$ cat config.mk
export PLATFORM = sky130hd
export DESIGN_NAME = condlogic_pipe
export DESIGN_NICKNAME = d
export VERILOG_FILES = /design/src/rtl/cond_pkg.sv /design/src/rtl/cond_eval.sv /design/src/rtl/condlogic_pipe.sv
export SDC_FILE = /design/constraint.sdc
export NUM_CORES = 1
export LEC_CHECK = 0
export ABC_AREA = 1
export BUFFER_PORTS_ARGS = -buffer_cell sky130_fd_sc_hd__buf_2
export CAP_MARGIN = 10
export CORE_ASPECT_RATIO = 1.25
export CORE_UTILIZATION = 48
export DETAILED_ROUTE_END_ITERATION = 7
export GPL_TIMING_DRIVEN = 0
export PLACE_DENSITY_LB_ADDON = 0.1
export SETUP_SLACK_MARGIN = 0.1
export SLEW_MARGIN = 20
export SYNTH_ARGS = -nofsm -noshare
export SYNTH_HDL_FRONTEND = slang
export SYNTH_SLANG_ARGS = --single-unit
$ cat constraint.sdc
create_clock -name clk -period 2.1 [get_ports clk]
set_input_delay 0.315 -clock clk [delete_from_list [all_inputs] [get_ports clk]]
set_output_delay 0.315 -clock clk [all_outputs]
set_load 0.005 [all_outputs]
$ cat src/rtl/cond_pkg.sv
// Shared types and constants for the conditional-execution unit.
// Latency: none (declarations and a pure helper function only).
// Backpressure: none.
package cond_pkg;

    // ARM condition field encodings
    typedef enum logic [3:0] {
        EQ = 4'b0000,
        NE = 4'b0001,
        CS = 4'b0010,
        CC = 4'b0011,
        MI = 4'b0100,
        PL = 4'b0101,
        VS = 4'b0110,
        VC = 4'b0111,
        HI = 4'b1000,
        LS = 4'b1001,
        GE = 4'b1010,
        LT = 4'b1011,
        GT = 4'b1100,
        LE = 4'b1101,
        AL = 4'b1110,
        NV = 4'b1111
    } cond_t;

    // Bit positions of the NZCV flags inside the 4-bit flag word
    localparam int FLAG_N = 3;
    localparam int FLAG_Z = 2;
    localparam int FLAG_C = 1;
    localparam int FLAG_V = 0;

    // Condition-related Decode->Execute control word. flagw is sized for the
    // widest flag-group configuration; unused upper bits stay zero.
    typedef struct packed {
        cond_t      cond;
        logic [3:0] flagw;
        logic       pcs;
        logic       regw;
        logic       memw;
        logic       nowrite;
    } ectl_t;

    // A bubble is an always-executing instruction that writes nothing
    localparam ectl_t E_BUBBLE = '{
        cond:    AL,
        flagw:   4'b0000,
        pcs:     1'b0,
        regw:    1'b0,
        memw:    1'b0,
        nowrite: 1'b0
    };

    // Flag bits covered by write group g when the flag word is split into fg groups.
    // Groups that do not exist for this fg cover no bits.
    function automatic logic [3:0] group_mask(input int fg, input int g);
        logic [3:0] m;
        m = 4'b0000;
        if (g < fg) begin
            case (fg)
                1:       m = 4'b1111;
                2:       m = (g == 0) ? 4'b0011 : 4'b1100;
                default: m = 4'(4'b0001 << g);
            endcase
        end
        return m;
    endfunction

endpackage

$ cat src/rtl/cond_eval.sv
// Combinational ARM condition-code evaluator.
// Latency: 0 cycles (pure combinational).
// Backpressure: none.
module cond_eval
    import cond_pkg::*;
#(
    parameter bit NV_NEVER = 1'b1
) (
    input  cond_t      i_cond,
    input  logic [3:0] i_flags,
    output logic       o_cond_ex
);

    logic w_n, w_z, w_c, w_v;

    assign w_n = i_flags[FLAG_N];
    assign w_z = i_flags[FLAG_Z];
    assign w_c = i_flags[FLAG_C];
    assign w_v = i_flags[FLAG_V];

    // Decode the condition field against the current NZCV flags
    always_comb begin
        o_cond_ex = 1'b0;
        case (i_cond)
            EQ: o_cond_ex = w_z;
            NE: o_cond_ex = ~w_z;
            CS: o_cond_ex = w_c;
            CC: o_cond_ex = ~w_c;
            MI: o_cond_ex = w_n;
            PL: o_cond_ex = ~w_n;
            VS: o_cond_ex = w_v;
            VC: o_cond_ex = ~w_v;
            HI: o_cond_ex = w_c & ~w_z;
            LS: o_cond_ex = ~w_c | w_z;
            GE: o_cond_ex = ~(w_n ^ w_v);
            LT: o_cond_ex = w_n ^ w_v;
            GT: o_cond_ex = ~w_z & ~(w_n ^ w_v);
            LE: o_cond_ex = w_z | (w_n ^ w_v);
            AL: o_cond_ex = 1'b1;
            NV: o_cond_ex = ~NV_NEVER;
            default: o_cond_ex = 1'b0;
        endcase
    end

endmodule

$ cat src/rtl/condlogic_pipe.sv
// Pipelined conditional-execution unit: D->E control register, NZCV register, write gating.
// Latency: 1 cycle D->E; gated outputs combinational from the E register and Flags.
// Backpressure: StallE holds E and blocks the flag commit; FlushE loads a bubble and beats StallE.
module condlogic_pipe
    import cond_pkg::*;
#(
    parameter int         FG          = 2,
    parameter logic [3:0] RESET_FLAGS = 4'b0000,
    parameter bit         NV_NEVER    = 1'b1
) (
    input  logic          clk,
    input  logic          reset,
    input  logic [3:0]    CondD,
    input  logic [FG-1:0] FlagWD,
    input  logic          PCSD,
    input  logic          RegWD,
    input  logic          MemWD,
    input  logic          NoWriteD,
    input  logic          StallE,
    input  logic          FlushE,
    input  logic [3:0]    ALUFlagsE,
    output logic          CondExE,
    output logic          PCSrcE,
    output logic          RegWriteE,
    output logic          MemWriteE,
    output logic [3:0]    Flags,
    output logic          carry
);

    ectl_t      r_e;
    logic [3:0] r_flags;
    ectl_t      w_e_next;
    logic       w_cond_ex;
    logic [3:0] w_grp_wr;
    logic [3:0] w_bit_we;

    // Pack the Decode controls into the E-stage word
    always_comb begin
        w_e_next         = E_BUBBLE;
        w_e_next.cond    = cond_t'(CondD);
        w_e_next.flagw   = 4'(FlagWD);
        w_e_next.pcs     = PCSD;
        w_e_next.regw    = RegWD;
        w_e_next.memw    = MemWD;
        w_e_next.nowrite = NoWriteD;
    end

    // E register: flush beats stall, stall holds, otherwise capture Decode
    always_ff @(posedge clk or posedge reset) begin
        if (reset) begin
            r_e <= E_BUBBLE;
        end else if (FlushE) begin
            r_e <= E_BUBBLE;
        end else if (!StallE) begin
            r_e <= w_e_next;
        end
    end

    cond_eval #(
        .NV_NEVER (NV_NEVER)
    ) u_cond_eval (
        .i_cond    (r_e.cond),
        .i_flags   (r_flags),
        .o_cond_ex (w_cond_ex)
    );

    // Group write strobes: only a passing, unstalled instruction commits flags
    assign w_grp_wr = r_e.flagw & {4{w_cond_ex & ~StallE}};

    // Expand group strobes into per-bit enables for the configured grouping
    always_comb begin
        w_bit_we = 4'b0000;
        for (int g = 0; g < 4; g++) begin
            if (w_grp_wr[g]) begin
                w_bit_we = w_bit_we | group_mask(FG, g);
            end
        end
    end

    // Flag register: enabled bits take the ALU result, the rest hold
    always_ff @(posedge clk or posedge reset) begin
        if (reset) begin
            r_flags <= RESET_FLAGS;
        end else begin
            r_flags <= (r_flags & ~w_bit_we) | (ALUFlagsE & w_bit_we);
        end
    end

    assign CondExE   = w_cond_ex;
    assign PCSrcE    = r_e.pcs & w_cond_ex;
    assign RegWriteE = r_e.regw & w_cond_ex & ~r_e.nowrite;
    assign MemWriteE = r_e.memw & w_cond_ex;
    assign Flags     = r_flags;
    assign carry     = r_flags[FLAG_C];

endmodule
==> results.toml <==
[final_layout]
final_common_cell = "sky130_fd_sc_hd__nand2_1"
drive_above_1_share_pct = 34.90
fillerInstances = 154
multi_input_area_sq_um = 390.4
mostFrequentLayoutCells = "sky130_fd_sc_hd__nand2_1 (34), sky130_fd_sc_hd__buf_2 (26), sky130_fd_sc_hd__inv_1 (18)"
syn_to_final_growth_pct = 31.94
number_of_inserted_diodes = 0
post-route-cell-area_sq_um = 1065
finalNetCount = 168
ff_latch_area_sq_um = 354.1

[drt]
route.final.wire_length_mm = 1.855
post_drt_via_cell_ratio = 5.006
avgRoutedWirePerCell_microns = 11.11
drc = 0
route.vias.total = 836
drt_iter0_drc = 13
detail-route-antenna-nets = 0
drt_pre_antenna_iters = 4

[synth]
synthDominantCellAreaShare_pct = 34.11
yosys_warn_count = 0
synth_area_sq_um = 807.0
post-synth-top-area-cell = "sky130_fd_sc_hd__dfrtp_1"
syn_inst = 113
yosysSeqAreaShare_pct = 43.88
ys_seq_elements = 14
synth_nets = 131
post_synth.cell_area_avg_sq_um = 7.142
netlist-cell-type-count = 18
netlist_top_cells_area = "sky130_fd_sc_hd__dfrtp_1 (34%), sky130_fd_sc_hd__nand2_1 (17%), sky130_fd_sc_hd__dfstp_2 (9.8%)"

[timing]
final.period_utilization_pct = 101.9
finalHoldViolations = 0
worst_skew_ps = 6.368
actual_transition_at_the_worst_max_transition_pin_ps = 535.3
minimum_clock_period_ps = 2140
finalSetupViolCount = 4
slew-limit-headroom_pct = 64.28
report.final.slew_viol_count = 0
worst_slack_ps = -40.43
rsz0062_at_grt = "true"
max_clock_freq_mhz = 467.2

[outcome]
outcome = "complete, but fails checks"
violations_in_the_final_reports = "setup timing"

[floorplanning]
die-area_sq_um = 1850
die_y_microns = 47.85
floorplan.rows = 16
placeableCoreArea_sq_um = 1562
chipWidth_microns = 38.68
initial_utilization_pct = 51.68
io_pins = 27

[setup_path]
crit_start = "r_e[9]"
required_arrival_time_at_the_worst_endpoint_ps = 1780
timing.reg2reg.worst_path_depth = 13
cp.arrival_ps = 1830
reg2reg_slack_ps = 330
r2r-start = "r_e[9]"
timing.critical_path.to = "RegWriteE"
critPathCaptureType = "primary output"
path_class = "flip-flop to primary output"
critPathMaxFanout = 7
worst_setup_path_start_kind = "flip-flop"

[place]
placement.io_buffers = 26
dpl_worst_slack_ps = 202.6
weighted_congestion_reported_at_the_end_of_routability_driven_placement = 0.7300
detailedPlacementHpwl_mm = 1.325
placement.cell_area_sq_um = 959.7

[global_route]
grt_overflow = 0
grt_max_degree = 15
first_global_vias = 691
groute.usage.overall_pct = 21.30
antenna_found_initial = 0
grt_pass1_wl_mm = 2.725

[clocking]
clk_pin_slew_ps = 90
tritoncts = "built"
clock_path_buffers = 2
cts.root.buffer_cell = "sky130_fd_sc_hd__clkbuf_4"
worst_skew_pair.late_latency_ps = 290
cts.hold.buffers_added = 0
clock-sinks = 14
cts-htree-levels = 1
total_cts_buffers = 3

[pwr]
post-layout-total-power_mw = 0.8271
powerDensity_nw_per_um2 = 776.8
total_leakage_power_nw = 0.5972
vdd_ir_drop_max_v = 0.0005516

[flow_run]
cap_violations = 0

[min_path]
hold_class = "primary input to async pin"
-- Yosys cell counts (all sizes together) --
cell type,number
nand2,37
inv,20
nor2,15
dfrtp,11
o21ai,8
nand4,6
a21oi,5
a22o,3
dfstp,3
nand3,3
buf,1
nor3,1
-- worst min path at each step --
stage / slack, ps / from / end / depth (start not counted)
after CTS: 70 / reset / r_e[4] / 2
after global routing: 110 / reset / r_e[2] / 2
final: 50 / reset / r_e[2] / 2
after floorplan: 200 / reset / async pin / 1
after detailed placement: 380 / reset / r_e[4] / 2
after global placement: 370 / reset / r_e[4] / 2
-- power by group --
| group | leakage [nW] | total, mW | internal (mW) | switching (mW) |
|---|---|---|---|---|
| combinational | 0.401 | 0.276 | 0.126 | 0.150 |
| clock | 0.0210 | 0.201 | 0.106 | 0.0950 |
| sequential | 0.175 | 0.350 | 0.307 | 0.0434 |
| total | 0.597 | 0.827 | 0.538 | 0.289 |
-- per-stage QoR --
| step | TNS (ps) | instances | utilization, % | hold WS [ps] |
|---|---|---|---|---|
| after floorplan | 0 | 113 | - | 202.1 |
| after global placement | 0 | 157 | 61.46 | 366.9 |
| after detailed placement | 0 | 157 | 61.46 | 378.2 |
| after CTS | -115.8 | 165 | 66.99 | 67.07 |
| after global routing | -469.6 | 167 | 68.19 | 114.4 |
| final | -108.0 | 167 | 68.19 | 47.05 |
-- area by class of cell --
type / count / area share (%)
multi-input cells: 78 / 36.66
flip-flops and latches: 14 / 33.26
repair buffers: 32 / 16.80
inverters: 20 / 7.051
clock buffers: 4 / 3.408
well taps: 18 / 2.115
plain buffers: 1 / 0.7051
-- cell families (layout without fill, tap and decap cells) --
kind of cell | Yosys count | after routing | synth area share (%)
and+or+nand+nor | 62 | 62 | 32.25
buffers and inverters | 21 | 57 | 10.23
AOI/OAI and AO/OA | 16 | 16 | 13.64
DFF | 14 | 14 | 43.88
-- what timing repair did --
action,in CTS,in global routing
setup endpoints to repair,4,4
setup buffers,4,2
pin swaps,5,5
gates resized for setup,5,1
-- metal layers --
| layer | routed length, microns | part of all wire (%) | global-route usage (%) |
|---|---|---|---|
| met1 | 801 | 43 | 26.69 |
| met2 | 945 | 51 | 36.00 |
| met3 | 66 | 3.6 | 1.395 |
| met4 | 42 | 2.3 | 12.41 |
| met5 | 0 | 0 | 0 |
-- worst max-delay path: stages, from the launching register on --
cell and delay, ps:
sky130_fd_sc_hd__dfstp_2 630, sky130_fd_sc_hd__nor2_1 80, sky130_fd_sc_hd__a21oi_2 120, sky130_fd_sc_hd__nor2_1 70, sky130_fd_sc_hd__o21ai_2 150, sky130_fd_sc_hd__inv_2 60, sky130_fd_sc_hd__a21oi_4 160, sky130_fd_sc_hd__inv_2 70
sky130_fd_sc_hd__nor3_2 90, sky130_fd_sc_hd__buf_2 120
Note: power is estimated with default switching activity, not from simulation.
